[src/rtl/rf_write_scheduler_pkg.sv]
// Shared types for the register-file write scheduler: widths, write-request
// struct, writeback source tag and starvation FSM states.
package rf_write_scheduler_pkg;

    localparam int REG_ADDR_W = 5;
    localparam int XLEN       = 32;
    localparam int NUM_REGS   = 1 << REG_ADDR_W;

    typedef enum logic {
        SRC_WB = 1'b0,
        SRC_LL = 1'b1
    } src_e;

    typedef enum logic [1:0] {
        NORMAL = 2'd0,
        HOLD   = 2'd1,
        GRANT  = 2'd2
    } state_e;

    typedef struct packed {
        logic                  valid;
        logic [REG_ADDR_W-1:0] addr;
        logic [XLEN-1:0]       data;
        src_e                  src;
    } wr_req_t;

endpackage

[src/rtl/rf_write_scheduler_scoreboard.sv]
// Busy-register scoreboard for in-flight long-latency destinations, plus the
// decode-stage hazard compare that produces the stall.
module rf_scoreboard
    import rf_write_scheduler_pkg::*;
(
    input  logic                  clk,
    input  logic                  rst_n,
    input  logic                  set_valid_i,
    input  logic [REG_ADDR_W-1:0] set_addr_i,
    input  logic                  clr_valid_i,
    input  logic [REG_ADDR_W-1:0] clr_addr_i,
    input  logic                  wr_pending_i,
    input  logic [REG_ADDR_W-1:0] wr_addr_i,
    input  logic [REG_ADDR_W-1:0] rs1_addr_i,
    input  logic [REG_ADDR_W-1:0] rs2_addr_i,
    input  logic [REG_ADDR_W-1:0] rd_addr_i,
    output logic [NUM_REGS-1:0]   busy_vec_o,
    output logic                  id_stall_o
);

    logic [NUM_REGS-1:0]   busy_q;
    logic [NUM_REGS-1:0]   busy_d;
    logic [REG_ADDR_W-1:0] op_addr [3];
    logic [2:0]            op_hit;

    genvar gi;

    // x0 is hardwired, so its busy bit can never be set.
    assign busy_d[0] = 1'b0;

    generate
        for (gi = 1; gi < NUM_REGS; gi++) begin : g_bit
            logic set_hit;
            logic clr_hit;
            assign set_hit    = set_valid_i && (set_addr_i == REG_ADDR_W'(gi));
            assign clr_hit    = clr_valid_i && (clr_addr_i == REG_ADDR_W'(gi));
            // A new issue to the same register outranks the retiring write.
            assign busy_d[gi] = set_hit | (busy_q[gi] & ~clr_hit);
        end
    endgenerate

    always_ff @(posedge clk or negedge rst_n) begin
        if (!rst_n) begin
            busy_q <= '0;
        end else begin
            busy_q <= busy_d;
        end
    end

    assign op_addr[0] = rs1_addr_i;
    assign op_addr[1] = rs2_addr_i;
    assign op_addr[2] = rd_addr_i;

    // The registered write is not yet in the register file, so it also hazards.
    generate
        for (gi = 0; gi < 3; gi++) begin : g_op
            assign op_hit[gi] = (op_addr[gi] != '0) &&
                                (busy_q[op_addr[gi]] ||
                                 (wr_pending_i && (wr_addr_i == op_addr[gi])));
        end
    endgenerate

    assign busy_vec_o = busy_q;
    assign id_stall_o = |op_hit;

endmodule

[src/rtl/rf_write_scheduler.sv]
// Merges pipeline WB and long-latency writebacks onto the single register-file
// write port, with starvation protection for the long-latency source.
module rf_write_scheduler
    import rf_write_scheduler_pkg::*;
#(
    parameter int STARVE_LIMIT = 4
) (
    input  logic                  clk,
    input  logic                  rst,
    input  logic                  wb_valid,
    input  logic [REG_ADDR_W-1:0] wb_rd_addr,
    input  logic [XLEN-1:0]       wb_rd_data,
    input  logic                  ll_valid,
    output logic                  ll_ready,
    input  logic [REG_ADDR_W-1:0] ll_rd_addr,
    input  logic [XLEN-1:0]       ll_rd_data,
    input  logic                  iss_ll_valid,
    input  logic [REG_ADDR_W-1:0] iss_rd_addr,
    input  logic [REG_ADDR_W-1:0] id_rs1_addr,
    input  logic [REG_ADDR_W-1:0] id_rs2_addr,
    input  logic [REG_ADDR_W-1:0] id_rd_addr,
    output logic                  id_stall,
    output logic                  pipe_hold,
    output logic                  rf_we,
    output logic [REG_ADDR_W-1:0] rf_waddr,
    output logic [XLEN-1:0]       rf_wdata,
    output logic [NUM_REGS-1:0]   busy_vec
);

    localparam int                CNT_W    = 4;
    localparam logic [CNT_W-1:0]  LIMIT_M1 = CNT_W'(STARVE_LIMIT - 1);

    state_e           state_q;
    state_e           state_d;
    logic [CNT_W-1:0] cnt_q;
    logic [CNT_W-1:0] cnt_d;
    wr_req_t          out_q;
    wr_req_t          out_d;
    wr_req_t          wb_req;
    wr_req_t          ll_req;
    logic             ll_hs;
    logic             ll_blocked;

    assign wb_req = '{valid: wb_valid, addr: wb_rd_addr, data: wb_rd_data, src: SRC_WB};
    assign ll_req = '{valid: ll_valid, addr: ll_rd_addr, data: ll_rd_data, src: SRC_LL};

    // In GRANT the pipeline keeps wb_valid low, so this already grants LL there;
    // a WB that arrives in GRANT anyway wins and leaves the LL write pending.
    assign ll_ready   = !wb_valid;
    assign ll_hs      = ll_valid && ll_ready;
    assign ll_blocked = ll_valid && !ll_ready;

    always_comb begin
        out_d = '0;
        if (wb_valid) begin
            out_d = wb_req;
        end else if (ll_valid) begin
            out_d = ll_req;
        end
        // Writes to x0 are dropped here so they never reach the port or scoreboard.
        out_d.valid = out_d.valid && (out_d.addr != '0);
    end

    always_comb begin
        state_d   = state_q;
        cnt_d     = cnt_q;
        pipe_hold = 1'b0;
        unique case (state_q)
            NORMAL: begin
                if (ll_blocked) begin
                    if (cnt_q == LIMIT_M1) begin
                        state_d = HOLD;
                        cnt_d   = '0;
                    end else begin
                        cnt_d = cnt_q + 1'b1;
                    end
                end else begin
                    cnt_d = '0;
                end
            end
            HOLD: begin
                pipe_hold = 1'b1;
                cnt_d     = '0;
                state_d   = ll_hs ? NORMAL : GRANT;
            end
            GRANT: begin
                cnt_d   = '0;
                state_d = NORMAL;
            end
            default: begin
                cnt_d   = '0;
                state_d = NORMAL;
            end
        endcase
    end

    always_ff @(posedge clk or negedge rst) begin
        if (!rst) begin
            state_q <= NORMAL;
            cnt_q   <= '0;
            out_q   <= '0;
        end else begin
            state_q <= state_d;
            cnt_q   <= cnt_d;
            out_q   <= out_d;
        end
    end

    assign rf_we    = out_q.valid;
    assign rf_waddr = out_q.addr;
    assign rf_wdata = out_q.data;

    rf_scoreboard u_scoreboard (
        .clk          (clk),
        .rst_n        (rst),
        .set_valid_i  (iss_ll_valid),
        .set_addr_i   (iss_rd_addr),
        .clr_valid_i  (out_q.valid && (out_q.src == SRC_LL)),
        .clr_addr_i   (out_q.addr),
        .wr_pending_i (out_q.valid),
        .wr_addr_i    (out_q.addr),
        .rs1_addr_i   (id_rs1_addr),
        .rs2_addr_i   (id_rs2_addr),
        .rd_addr_i    (id_rd_addr),
        .busy_vec_o   (busy_vec),
        .id_stall_o   (id_stall)
    );

endmodule
[config.mk]
export PLATFORM = sky130hd
export DESIGN_NAME = rf_write_scheduler
export DESIGN_NICKNAME = d
export VERILOG_FILES = /design/src/rtl/rf_write_scheduler_pkg.sv /design/src/rtl/rf_write_scheduler_scoreboard.sv /design/src/rtl/rf_write_scheduler.sv
export SDC_FILE = /design/constraint.sdc
export NUM_CORES = 1
export LEC_CHECK = 0
export CORE_ASPECT_RATIO = 1.2
export CORE_MARGIN = 5
export CORE_UTILIZATION = 44
export CTS_BUF_LIST = sky130_fd_sc_hd__clkbuf_8 sky130_fd_sc_hd__clkbuf_16
export DETAILED_ROUTE_END_ITERATION = 10
export PLACE_DENSITY = 0.93
export SLEW_MARGIN = 5
export SYNTH_ARGS = -nofsm -noshare
export SYNTH_HDL_FRONTEND = slang
export SYNTH_SLANG_ARGS = --single-unit
[constraint.sdc]
create_clock -name clk -period 4 [get_ports clk]
set_input_delay 1.2 -clock clk [delete_from_list [all_inputs] [get_ports clk]]
set_output_delay 1.2 -clock clk [all_outputs]
set_load 0.02 [all_outputs]
==> metrics.md <==
| Metric | Value |
|---|---|
| Routed WL | `14400 µm` |
| Mapped Avg Cell Area | `11.1 µm²` |
| Initial antenna violation count | `0` |
| P_leak | `2.57 nW` |
| Critical Path RT | `2.80 ns` |
| Share of flip-flops with an asynchronous set or reset | `100%` |
| Die Area | `0.0118 mm²` |
| Crit path max fanout | `2` |
| Slew headroom | `35.9%` |
| Number of setup violations in the final report | `1` |
| Starting density of the core | `45.0%` |
| Crit Path Category | `in -> out` |
| Combinational share of power | `31.3%` |
| First-pass GRT wire length | `22500 µm` |
| Fin Clk Skew | `0.00479 ns` |
| Post-Route M1 WL | `5060 µm` |
| Part of the power in registers | `39.8%` |
| Total track usage | `24.8%` |
| CTS sink cnt | `76` |
| WP data arrival | `2.84 ns` |
| Drt first-iter violations | `358` |
| Routed wl met2 | `7330 µm` |
| Die width | `100 µm` |
| Hold buffer count at cts | `0` |
| Placed Instance Area | `0.00591 mm²` |
| Clk slew on worst S/H paths | `0.05 ns` |
| DRC | `0` |
| Post-synthesis net count | `487` |
| Worst Tran Pin Value | `0.961 ns` |
| Post-layout min period | `4.04 ns` |
| Yosys warns | `0` |
| Die extent in y | `118 µm` |
| Pre-Repair DR Iteration Count | `5` |
| Met3 wire len | `1600 µm` |
| Final Max Tran Viols | `0` |
| Nets | `634` |
| Crit start category | `input pin` |
| Global route overflow | `0` |
| Psw | `763 µW` |
| Worst path cell trace | `clkdlybuf4s50_1 > xor2_1 > nor4_1 > and3_1 > nor4_4 > o311ai_4 > buf_6` |
| Port Buffers | `170` |
| Post-synthesis sequential area ratio | `44.4%` |
| Antenna Cells | `0` |
| Filler instances | `693` |
| CTS Buf Count | `9` |
| Vias in the first global route | `4214` |
| Post-synth EDFFs | `0` |
| Worst vdd ir | `350 µV` |
| Min Hold Slack | `0.483 ns` |
| Final core utilization | `66.9%` |
| DR vias | `3908` |
| F_max | `247 MHz` |
| Tcrit/Tclk final | `101%` |
| Final Hold Viols | `0` |
| Max Cap Viol | `0` |
| Final Non-Filler Cells | `662` |
| Synth Instances | `387` |
| Area Overhead vs Synth | `48.6%` |
| Status | `complete, but fails checks` |
| Top Metal Used | `met4` |
| Power per cell area | `388 mW/mm²` |
| Most used DFF post-synth | `dfrtp_1` |
| H-tree depth | `3` |
| Setup slack after layout | `-0.0412 ns` |
| Final instance area | `0.00636 mm²` |
| Internal power | `1.71 mW` |
| Pin count of the biggest net entering global routing | `46` |
| Clock Tree Buf Depth | `2` |
| Slowest library cell on the worst path | `clkdlybuf4s50_1` |
| Placed instance count | `639` |
| Max stage delay on crit path | `0.46 ns` |
| Synth Cell Area | `0.00428 mm²` |
| CTS tree | `done` |
| Count of different cell masters after synthesis | `39` |
| RePlAce Congestion | `0.914` |
| Num ports | `172` |
| Detailed placer's ending HPWL | `11000 µm` |
| Worst-Skew Late Latency | `0.33 ns` |
| Placement Rows | `39` |
| Setup WS pre-CTS | `-1.08 ns` |
| Failing checks | `setup timing` |
| Worst setup EP type | `output pin` |
| RSZ-0062 raised after global routing | `yes` |
| Layout cells sized above 1 | `15.6%` |
| Clock root buffer master | `clkbuf_16` |
| Switching Share | `30.9%` |
| Tightest Hold Check Type | `reg -> reg` |
| Antenna-violating nets left | `0` |
| Via-per-instance ratio | `5.90` |
| Core Region | `0.00952 mm²` |
| Yosys reg bits | `76` |
| Clock power share | `29.0%` |
| Wire per inst | `21.8 µm` |
-- power by group through the flow --
stage / clock network (mW) / logic (mW) / registers (mW)
after floorplan: 0 / 0.335 / 1.01
after global placement: 0 / 0.717 / 0.980
after detailed placement: 0 / 0.736 / 0.987
after CTS: 0.725 / 0.762 / 0.976
after global routing: 0.764 / 0.820 / 0.995
final: 0.715 / 0.772 / 0.982
-- cell type report --
cell class / instances / area, µm² / share of cell area (%)
Inverter: 2 / 7.51 / 0.118
Tap cell: 123 / 154 / 2.42
Clock buffer: 10 / 239 / 3.76
Timing Repair Buffer: 197 / 1980 / 31.1
Sequential cell: 76 / 1900 / 29.9
Multi-Input combinational cell: 248 / 2060 / 32.3
Clock inverter: 6 / 25.0 / 0.393
-- cell families (layout without fill, tap and decap cells) --
| group | Yosys count | count (layout) | synth area share [%] |
|---|---|---|---|
| adders and majority gates | 1 | 1 | 0.292 |
| AOI/OAI and AO/OA | 104 | 104 | 15.7 |
| and+or+nand+nor | 90 | 90 | 11.3 |
| other | 1 | 1 | 0.0876 |
| buffers and inverters | 63 | 215 | 9.26 |
| muxes | 36 | 36 | 15.6 |
| xor gates and xnor gates | 16 | 16 | 3.27 |
| DFF | 76 | 76 | 44.4 |
-- worst max-delay path: cells and delay by family --
family / cells / cell delay, ns
simple gates: 3 / 0.57
xor+xnor: 1 / 0.16
compound gates: 1 / 0.29
buf+inv: 2 / 0.62
-- Yosys cell counts, drive strengths merged (4+ instances only) --
| cell | n | share of area [%] |
|---|---|---|
| nor2b | 4 | 0.58 |
| nor2 | 16 | 1.4 |
| clkbuf | 14 | 1.3 |
| mux4 | 22 | 12 |
| nand2 | 18 | 1.6 |
| nand3b | 4 | 0.70 |
| o21ai | 64 | 7.5 |
| or3 | 4 | 0.58 |
| a22o | 36 | 7.4 |
| nor4 | 5 | 0.73 |
| xor2 | 11 | 2.3 |
| xnor2 | 5 | 1.0 |
| nand2b | 9 | 1.3 |
| dfrtp | 76 | 44 |
| mux2i | 11 | 2.6 |
| nand3 | 8 | 0.94 |
| nor3 | 6 | 0.82 |
| or2 | 4 | 0.58 |
| buf | 47 | 7.8 |
-- timing repair --
action                                  4_1_cts  5_1_grt
cloned                                        2        0
pin swaps                                    11        9
endpoints found under the hold margin         0        0
gates resized for setup                      57       13
endpoints found under the setup margin        1        1
buffers inserted                              3        2
-- routing by layer --
metal  global-route usage (%)  vias up
met2                     42.0      248
met1                     27.9     1929
met4                     9.44        0
met3                     9.78       35
met5                        0        -
li1                         -     1696
-- worst paths after layout --
check                                         endpoint  depth (start not counted)  slack (ns)           from
min in group asynchronous                 rf_wdata[21]                          1        1.02            rst
hold reg to reg                               cnt_q[0]                          1        0.48       cnt_q[0]
max in group asynchronous  u_scoreboard.busy_vec_o[11]                          2        2.18            rst
setup / recovery                              id_stall                          7       -0.04  id_rd_addr[4]
setup reg to reg            u_scoreboard.busy_vec_o[7]                          4        2.20    rf_waddr[3]
hold / removal                                cnt_q[0]                          1        0.48       cnt_q[0]
-- registers in the layout, summed over array words and instances, names as in the netlist --
signal and flops:
out_q 1, state_q 2, rf_wdata 32, u_scoreboard.busy_vec_o 31, cnt_q 4, rf_we 1
rf_waddr 5
-- placed cells by master, fill, tap and decap left out, drive strengths merged --
cell type,synthesis,routed
o21ai,64,64
nor4,5,5
clkinv,0,2
or3,4,4
conb,1,1
nand2b,9,9
clkdlybuf4s15,0,2
a22o,36,36
xor2,11,11
nor2b,4,4
buf,47,32
nand3b,4,4
nand4b,2,2
mux2i,11,11
dlygate4sd2,0,7
nor3,6,6
mux4,22,22
inv,2,6
dlymetal6s2s,0,1
nand4,2,2
mux2,3,3
nor3b,1,1
or4,1,1
nor2,16,16
clkbuf,14,10
ha,1,1
xnor2,5,5
or2,4,4
clkdlybuf4s50,0,155
and3b,3,3
a211o,2,2
and3,3,3
nand3,8,8
dfrtp,76,76
o311ai,1,1
a2111oi,1,1
nand2,18,18
-- through the flow --
step	power (mW)	setup TNS [ns]
2_1_floorplan	1.34	0
3_3_place_gp	1.70	-1.01
3_5_place_dp	1.72	-1.08
4_1_cts	2.46	-0.0844
5_1_grt	2.58	-0.101
6_report	2.47	-0.0412
Note: power is estimated with default switching activity, not from simulation.
